==> config.mk <==
export PLATFORM = sky130hd
export DESIGN_NAME = subtractor_six_serial
export DESIGN_NICKNAME = d
export VERILOG_FILES = /design/src/rtl/subtractor_six_serial.sv
export SDC_FILE = /design/constraint.sdc
export NUM_CORES = 1
export LEC_CHECK = 0
export BUFFER_PORTS_ARGS = -buffer_cell sky130_fd_sc_hd__buf_2
export CORE_MARGIN = 2
export CORE_UTILIZATION = 49
export DETAILED_ROUTE_END_ITERATION = 7
export PLACE_DENSITY_LB_ADDON = 0.25
export SLEW_MARGIN = 30
export SYNTH_ARGS = -nofsm -noshare
export SYNTH_HDL_FRONTEND = slang
export SYNTH_SLANG_ARGS = --single-unit
==> constraint.sdc <==
create_clock -name clk -period 1.4 [get_ports clk]
set_clock_uncertainty 0.2 [all_clocks]
set_input_delay 0.28 -clock clk [delete_from_list [all_inputs] [get_ports clk]]
set_output_delay 0.28 -clock clk [all_outputs]
set_load 0.005 [all_outputs]
==> src/rtl/subtractor_six_serial.sv <==
// ---------------------------------------------------------------------------
// subtractor_six_serial
//
// Bit-serial unsigned subtractor: out = A - B, one bit per clock, LSB first.
// The difference is formed as A + ~B + 1 using a single full-adder cell: the
// carry starts at 1 and the inverted subtrahend bit feeds the cell.
// The final borrow is the inverse of the carry out of the MSB.
//
// Handshake: start is accepted in IDLE or DONE. busy is high for WIDTH
// cycles. done then pulses for one cycle, and out/borrow are updated on the
// edge that enters DONE. out/borrow hold their value until the next
// completion.
//
// Optional feature (macro SUB_SATURATE_EN): when the result borrows, out is
// loaded with 0 instead of the wrapped difference. borrow still reports 1.
//
// Ports:
//   clk     in   1      system clock, rising edge
//   reset   in   1      asynchronous, active-high reset
//   start   in   1      operation request, sampled on rising clk
//   A       in   WIDTH  minuend, sampled only on an accepted start
//   B       in   WIDTH  subtrahend, sampled only on an accepted start
//   busy    out  1      operation in progress
//   done    out  1      one-cycle completion pulse
//   out     out  WIDTH  result, held until the next completion
//   borrow  out  1      1 when A < B (unsigned), held with out
// ---------------------------------------------------------------------------
module subtractor_six_serial #(
    parameter int WIDTH = 6
) (
    input  logic             clk,
    input  logic             reset,
    input  logic             start,
    input  logic [WIDTH-1:0] A,
    input  logic [WIDTH-1:0] B,
    output logic             busy,
    output logic             done,
    output logic [WIDTH-1:0] out,
    output logic             borrow
);

    localparam int CW = (WIDTH > 1) ? $clog2(WIDTH) : 1;
    localparam logic [CW-1:0] LAST_BIT = CW'(WIDTH - 1);

    typedef enum logic [1:0] {
        IDLE = 2'd0,
        RUN  = 2'd1,
        DONE = 2'd2
    } state_t;

    state_t           state_reg;
    state_t           state_next;
    logic [WIDTH-1:0] a_reg;
    logic [WIDTH-1:0] b_reg;
    logic [WIDTH-1:0] res_reg;
    logic [WIDTH-1:0] res_next;
    logic [WIDTH-1:0] out_reg;
    logic [WIDTH-1:0] out_next;
    logic             borrow_reg;
    logic             carry_reg;
    logic             carry_next;
    logic [CW-1:0]    count_reg;
    logic             load_ops;
    logic             step;
    logic             last_bit;
    logic             a_bit;
    logic             nb_bit;
    logic             sum_bit;

    // ---------------- serial full-adder cell ----------------
    assign a_bit      = a_reg[0];
    assign nb_bit     = ~b_reg[0];
    assign sum_bit    = a_bit ^ nb_bit ^ carry_reg;
    assign carry_next = (a_bit & nb_bit) | (a_bit & carry_reg) | (nb_bit & carry_reg);
    assign last_bit   = (count_reg == LAST_BIT);

    // The result register fills from the MSB end and shifts right. After
    // WIDTH steps, the first (LSB) sum bit has reached bit 0.
    generate
        for (genvar gi = 0; gi < WIDTH - 1; gi++) begin : g_res_shift
            assign res_next[gi] = res_reg[gi + 1];
        end
    endgenerate
    assign res_next[WIDTH-1] = sum_bit;

    // On the final bit the borrow is ~carry_next.
`ifdef SUB_SATURATE_EN
    assign out_next = carry_next ? res_next : '0;
`else
    assign out_next = res_next;
`endif

    // ---------------- FSM: next state and outputs ----------------
    always_comb begin
        state_next = state_reg;
        busy       = 1'b0;
        done       = 1'b0;
        load_ops   = 1'b0;
        step       = 1'b0;
        case (state_reg)
            IDLE: begin
                if (start) begin
                    load_ops   = 1'b1;
                    state_next = RUN;
                end
            end
            RUN: begin
                busy = 1'b1;
                step = 1'b1;
                if (last_bit) begin
                    state_next = DONE;
                end
            end
            DONE: begin
                done = 1'b1;
                if (start) begin
                    load_ops   = 1'b1;
                    state_next = RUN;
                end else begin
                    state_next = IDLE;
                end
            end
            default: state_next = IDLE;
        endcase
    end

    // ---------------- state and datapath registers ----------------
    always_ff @(posedge clk or posedge reset) begin
        if (reset) begin
            state_reg  <= IDLE;
            a_reg      <= '0;
            b_reg      <= '0;
            res_reg    <= '0;
            carry_reg  <= 1'b0;
            count_reg  <= '0;
            out_reg    <= '0;
            borrow_reg <= 1'b0;
        end else begin
            state_reg <= state_next;
            if (load_ops) begin
                a_reg     <= A;
                b_reg     <= B;
                carry_reg <= 1'b1;
                count_reg <= '0;
            end else if (step) begin
                a_reg     <= a_reg >> 1;
                b_reg     <= b_reg >> 1;
                res_reg   <= res_next;
                carry_reg <= carry_next;
                count_reg <= count_reg + CW'(1);
                if (last_bit) begin
                    out_reg    <= out_next;
                    borrow_reg <= ~carry_next;
                end
            end
        end
    end

    assign out    = out_reg;
    assign borrow = borrow_reg;

endmodule

## Yosys cells after proc, flatten, opt, wreduce, memory -nomap -nowiden

Cells that the tools add are included.
W data, S select, Z words.

- Register bits after elaboration: 31
- Bits in latches: 0
- Memory bits (writable): 0
- ROM bits: 0
- Input port bits: 15
- Output and inout bits: 9
- Word-level logic and storage cells: 46
- Memories kept: 0

- Add/sub/neg operators: 1
- $mul: 0
- Divide/modulo/power cells: 0
- Order comparisons: 0
- Equality and inequality tests: 5
- Shift operators: 0
- Mux-type cells: 16
- Bitwise operators: 10
- Reductions and logical operators: 6

Operators by type and width:

| kind | number |
|---|---|
| $mux W6 | 4 |
| $mux W1 | 7 |
| $mux W3 | 2 |
| $pmux W2 S3 | 1 |
| $mux W2 | 2 |
| $ne A2 B2 Y1 const B | 2 |
| $reduce_and A2 Y1 | 2 |
| $add A3 B1 Y3 const B | 1 |
| $and A1 B1 Y1 | 3 |
| $eq A3 B3 Y1 const B | 1 |
| $not A1 Y1 | 3 |
| $reduce_and A3 Y1 | 1 |
| $eq A2 B1 Y1 const B | 1 |
| $eq A2 B2 Y1 const B | 1 |
| $logic_not A2 Y1 | 1 |
| $or A1 B1 Y1 | 2 |
| $reduce_bool A2 Y1 | 1 |
| $reduce_or A2 Y1 | 1 |
| $xor A1 B1 Y1 | 2 |

## Depth between registers and ports, before layout

Gate-level depths: netlist of run 1.

- Depth in word-level cells: 6
- Mapped depth: 5
- Mapped depth without buffers: 5

## Worst setup path after synthesis of run 1

OpenSTA, ideal clock, no wires.

- Kind: register to register
- Start: reg a_reg[0]
- End: reg res_reg[5]
- Library setup time: 125 ps
- Arrival time: 1120 ps
- Data required time: 1075 ps
- Slack: -44 ps
- Stages on the path, launching flop included: 3
- Path buffers: 0
- Period minus slack after synthesis: 1444 ps
- Cell sequence: dfrtp_1 > fa_1 > mux2_2

- Word-level cells in the longest chain between the ends: 2

Ends and longest elaborated chain:

| item | RTL line | RTL |
|---|---|---|
| start: declaration | 53 | `logic [WIDTH-1:0] a_reg;` |
| start signal: assignment | 146 | `a_reg <= a_reg >> 1;` |
| $xor A1 B1 Y1 (2 in a row) | 73 | `assign sum_bit = a_bit ^ nb_bit ^ carry_reg;` |
| named net sum_bit | 68 | `logic sum_bit;` |
| end signal: assignment | 148 | `res_reg <= res_next;` |
| end: declaration | 55 | `logic [WIDTH-1:0] res_reg;` |

The timed path passes the listed nets, and every way through them passes these cells.
A chain may end at the register's enable or synchronous reset.

## Final worst setup path of run 1

- Start: reg state_reg[1]
- End: out done

- Word-level cells in the longest chain between the ends: 2

Ends and longest elaborated chain:

| item | RTL line | RTL |
|---|---|---|
| start: declaration | 51 | `state_t state_reg;` |
| start signal: assignment | 139 | `state_reg <= state_next;` |
| $eq A2 B2 Y1 | 100 | `case (state_reg)` |
| $mux W1 | 100 |  |
| end: declaration | 37 | `output logic done,` |

No other way between the ends.

==> results.json, run 1 <==
{
  "yosysWarnings": 0,
  "globalRouteOverflowTotal": 0,
  "ys.flop_type": "dfrtp_1",
  "diodes": 0,
  "cp-start-kind": "register",
  "clockRootBuffer": "clkbuf_4",
  "numPortBuffers": 23,
  "syn_area_per_cell_um2": 11.7,
  "crit_chain": "buf_6 > nor2b_4 > buf_2",
  "grt_pass1_wl_mm": 5.80,
  "min-delay-path-class": "in2reg",
  "placed_cells": 188,
  "ant_nets": 0,
  "dpl.hpwl_mm": 1.92,
  "rows": 19,
  "vias_per_cell": 5.55,
  "path_delay_family": "flip-flops",
  "drt-initial-drc-count": 32,
  "violations": "setup timing",
  "synth_top_family_by_area": "multiplexers",
  "via_count": 1166,
  "synth_top_area_share_pct": 50.5,
  "cts_buffer_depth": 2,
  "ys_seq_elements": 30,
  "min_period_ps": 1630,
  "ys_types": 27,
  "crit_arrival_ps": 1150,
  "timing.setup.tns_ps": -2750,
  "die_h_um": 59.1,
  "drt-pass1-iter-count": 4,
  "drive_above_1_share_pct": 49.2,
  "cts_buffers": 5,
  "slew_headroom_pct": 74.6,
  "cts_max_level": 2,
  "criticalPathCategory": "reg2out",
  "yosys-top-cells-area": "dfrtp_1, mux2_2, mux2i_1",
  "synth_nets": 145,
  "antenna_found_initial": 0,
  "start_util_pct": 52.6,
  "clkTransAtPathRegs_ps": 100,
  "io_pins": 24,
  "fin_crit_sh_pct": 117,
  "grt_start_max_net_pins": 31,
  "cp_slowest_cell": "dfrtp_2",
  "synth_compound_area_share_pct": 11.2,
  "synth_edf_count": 0,
  "clock_sinks": 30,
  "synth_common_cells": "dfrtp_1, mux2i_1, mux2_2, a21oi_1, nor2b_1",
  "fin_nets": 196,
  "syn_inst": 127,
  "dieArea_mm2": 0.00349,
  "synthesis.area_mm2": 0.00149,
  "globalplace.congestion": 0.732,
  "wl_per_cell_um": 17.2,
  "area_growth_syn_to_layout_pct": 41.3,
  "final_util_pct": 74.3,
  "drcViolationCount": 0,
  "post_dp_cell_area_mm2": 0.00170,
  "grtUsageTotal_pct": 22.8,
  "finalNonFillerCells": 210,
  "endpoint_kind": "output pin",
  "die_w_um": 59.1,
  "setup_viol": 25,
  "rsz0062_at_grt": "yes",
  "max_stage_delay_ps": 460,
  "muxShareOfSynthArea_pct": 16.4,
  "cp_max_fo": 3,
  "synthXorXnorAreaFrac_pct": 1.18,
  "pre_cts_slack_ps": -63.6,
  "crit_buf_inv": 2,
  "cts_tree": "built",
  "status": "finished with violations",
  "setup_ws_ps": -235,
  "yosys.area.top_type": "dfrtp_1",
  "required_ps": 920,
  "drt_wl_total_mm": 3.62,
  "synth.most_common_cell": "dfrtp_1",
  "synth_fa_ha_area_share_pct": 3.03,
  "power_density_mw_per_mm2": 2230,
  "fmax_mhz": 612,
  "postLayoutCellArea_mm2": 0.00210,
  "maxCapViolations": 0,
  "hold_viol_final": 0,
  "async_flop_share_pct": 100,
  "insertion_delay_ps": 340,
  "tightestPinTransition_ps": 381,
  "yosys.area_share.simple_pct": 12.1,
  "peakVddDrop_mv": 1.18,
  "ys_seq_area_share_pct": 50.5,
  "coreArea_mm2": 0.00283,
  "grt_pass1_vias": 1174,
  "slew_violations": 0,
  "leakagePower_uw": 0.000984
}
metal layers:
metal | wire length, um | vias to the layer above | GRT usage [%]
met2 | 1770 | 34 | 33.3
met3 | 164 | 14 | 6.11
met1 | 1550 | 565 | 30.9
met4 | 134 | 0 | 12.3
met5 | 0 | - | 0
li1 | - | 553 | -
cells by family after synthesis:
kind of cell    after synthesis
flops                        30
simple gates                 29
compound gates               27
mux                          23
buf+inv                      13
fa+ha+maj                     3
xor+xnor                      2
through the flow:
stage | hold slack, ps | power [uW]
floorplan | 171 | 2680
global placement | 165 | 3110
detailed placement | 173 | 3210
CTS | 0.591 | 4200
global route | 25.0 | 5020
finish | 8.32 | 4690
tightest hold or removal path, delay by kind of cell:
family / cells / cell delay, ps
buffers and inverters: 1 / 80
AOI/OAI and AO/OA: 2 / 150
cells in the final DEF, fill, tap and decap left out, drive strengths merged, types with 3 or more instances in the layout:
master  netlist  routed
clkbuf        2       7
buf           7      51
mux2         11      11
mux2i        12      12
a21oi        10      10
inv           4       4
nand2         7       7
o21ai         5       5
dfrtp        30      30
nand2b        3       3
nor2b        10      10
a211oi        9       9
cell type report:
class                   count  area (um^2)
multi-input cells          85          816
fillers                   193          727
clock inverters             1         5.00
flip-flops and latches     30          753
clock buffers               7         55.1
well taps                  31         38.8
repair buffers             52          419
inverters                   4         15.0
worst paths after layout:
path / start / slack, ps / depth (start not counted) / to
worst max-delay path: state_reg[1]$_DFFE_PP0P_ / -230 / 3 / done
worst min-delay path: B[3] / 8 / 3 / b_reg[3]$_DFFE_PP0P_
worst max register to register: state_reg[1]$_DFFE_PP0P_ / -180 / 6 / b_reg[0]$_DFFE_PP0P_
worst min register to register: borrow$_DFFE_PP0P_ / 310 / 2 / borrow$_DFFE_PP0P_
max in group asynchronous: reset / 350 / 4 / state_reg[0]$_DFFE_PP0P_
min in group asynchronous: reset / 340 / 4 / count_reg[2]$_DFFE_PP0P_
power by group:
| part | switching, uW | internal, uW | leakage (uW) |
|---|---|---|---|
| clock | 308 | 243 | 0.0000353 |
| combinational | 996 | 1500 | 0.000592 |
| sequential | 349 | 1290 | 0.000357 |
what timing repair did:
action | 4_1_cts | 5_1_grt
setup endpoints to repair | 10 | 29
hold endpoints to repair | 30 | 0
buffers inserted | 6 | 8
gates resized for setup | 18 | 36
pin swaps | 4 | 18
hold buffers | 1 | 0
cloned | 2 | 0
Power figures use the tool's default switching activity.
==> run 2: changes to the inputs <==
CORE_UTILIZATION = 59   (was 49)
clock period = 2 ns   (was 1.4 ns; I/O delays follow)
==> run 2 against run 1 <==
Compared with the run above:
- the run now ends clean
- cell area down 20%
- sequential share of layout area up 8.7 points
- first-iteration DRC count is 66% lower
- clock power shrank 32%
- cell count decreased by 11%
- die area decreased by 16%
==> results.json, run 2 (synthesized netlist as in run 1, its figures left out) <==
{
  "dieArea_mm2": 0.00294,
  "globalplace.congestion": 0.712,
  "io_pins": 24,
  "grt_start_max_net_pins": 31,
  "dpl.hpwl_mm": 1.81,
  "hold_viol_final": 0,
  "fin_nets": 173,
  "post-cts-setup-buffers": 0,
  "cp_max_fo": 10,
  "timing.setup.tns_ps": 0,
  "peakVddDrop_mv": 1.02,
  "cts_max_level": 2,
  "pre_cts_slack_ps": 392,
  "tightestPinTransition_ps": 444,
  "crit_chain": "nor2b_1 > buf_4 > buf_2",
  "numPortBuffers": 23,
  "rows": 18,
  "max_stage_delay_ps": 490,
  "setup_ws_ps": 119,
  "maxCapViolations": 0,
  "grt_pass1_vias": 979,
  "start_util_pct": 61.2,
  "vias_per_cell": 5.35,
  "clkTransAtPathRegs_ps": 100,
  "final_common_cell": "dfrtp_1",
  "cts_tree": "built",
  "grt_pass1_wl_mm": 4.31,
  "grtUsageTotal_pct": 21.2,
  "crit_buf_inv": 2,
  "criticalPathCategory": "reg2out",
  "fillCellCount": 207,
  "drt-pass1-iter-count": 4,
  "area_growth_syn_to_layout_pct": 13.5,
  "rsz0062_at_grt": "no",
  "antenna_found_initial": 0,
  "fin_crit_sh_pct": 94.1,
  "required_ps": 1400,
  "endpoint_kind": "output pin",
  "drcViolationCount": 0,
  "via_count": 996,
  "power_density_mw_per_mm2": 1480,
  "finalHoldWorstSlack_ps": 128,
  "min_period_ps": 1880,
  "layout_common_cells": "dfrtp_1, buf_2, mux2i_1",
  "diodes": 0,
  "status": "finished clean",
  "drt-initial-drc-count": 11,
  "die_h_um": 54.2,
  "insertion_delay_ps": 320,
  "ant_nets": 0,
  "finalNonFillerCells": 186,
  "coreArea_mm2": 0.00243,
  "wl_per_cell_um": 13.9,
  "placed_cells": 177,
  "slew_headroom_pct": 70.4,
  "drive_above_1_share_pct": 31.4,
  "leakagePower_uw": 0.000763,
  "slew_violations": 0,
  "setup_viol": 0,
  "cp_slowest_cell": "dfrtp_2",
  "clockRootBuffer": "clkbuf_4",
  "globalRouteOverflowTotal": 0,
  "path_delay_family": "flip-flops",
  "fmax_mhz": 532,
  "die_w_um": 54.2,
  "drt_wl_total_mm": 2.58,
  "cts_buffers": 5,
  "cp-start-kind": "register",
  "cts_buffer_depth": 2,
  "min-delay-path-class": "in2reg",
  "clock_sinks": 30,
  "crit_arrival_ps": 1280
}
## run 2: tightest hold or removal path: stages
cell and delay [ps]:
buf_2 80, nand3b_1 70, o211ai_1 80
## run 2: metrics by stage
step	utilization, %	power [uW]	area (um^2)
2_1_floorplan	-	1870	1490
3_3_place_gp	66.5	2070	1620
3_5_place_dp	66.5	2160	1620
4_1_cts	69.3	2540	1690
5_1_grt	69.4	2720	1690
6_report	69.4	2500	1690
## run 2: final timing paths
| check | from | to | slack, ps | depth (start not counted) |
|---|---|---|---|---|
| max in group asynchronous | reset | state_reg[1]$_DFFE_PP0P_ | 820 | 4 |
| worst min-delay path | A[4] | a_reg[4]$_DFFE_PP0P_ | 130 | 3 |
| worst max register to register | a_reg[0]$_DFFE_PP0P_ | res_reg[5]$_DFFE_PP0P_ | 450 | 2 |
| worst max-delay path | state_reg[1]$_DFFE_PP0P_ | busy | 120 | 3 |
| worst min register to register | out[3]$_DFFE_PP0P_ | out[3]$_DFFE_PP0P_ | 300 | 1 |
| min in group asynchronous | reset | a_reg[3]$_DFFE_PP0P_ | 470 | 4 |
## run 2: timing repair
action,in CTS,in global routing
hold buffers,1,0
setup endpoints to repair,0,1
gates resized for setup,0,1
hold endpoints to repair,30,0
## run 2: layout make-up
| class | count | area (um^2) | area share, % |
|---|---|---|---|
| timing repair buffer | 30 | 170 | 10.1 |
| tap | 30 | 37.5 | 2.22 |
| multi-input combinational | 84 | 653 | 38.7 |
| clock buffer | 7 | 55.1 | 3.26 |
| inverter | 4 | 15.0 | 0.890 |
| clock inverter | 1 | 5.00 | 0.297 |
| sequential | 30 | 752 | 44.6 |
## run 2: power breakdown
| group | internal [uW] | leakage (uW) | switching [uW] |
|---|---|---|---|
| clock | 170 | 0.0000353 | 202 |
| combinational | 554 | 0.000369 | 462 |
| sequential | 902 | 0.000358 | 211 |
## run 2: routing by layer
| layer | global-route usage [%] | routed length, um | up-vias | part of all wire [%] |
|---|---|---|---|---|
| met4 | 7.50 | 11 | 0 | 0.43 |
| met2 | 34.3 | 1310 | 21 | 51 |
| met3 | 8.20 | 106 | 2 | 4.1 |
| li1 | - | - | 501 | - |
| met1 | 25.9 | 1150 | 472 | 45 |
| met5 | 0 | 0 | - | 0 |
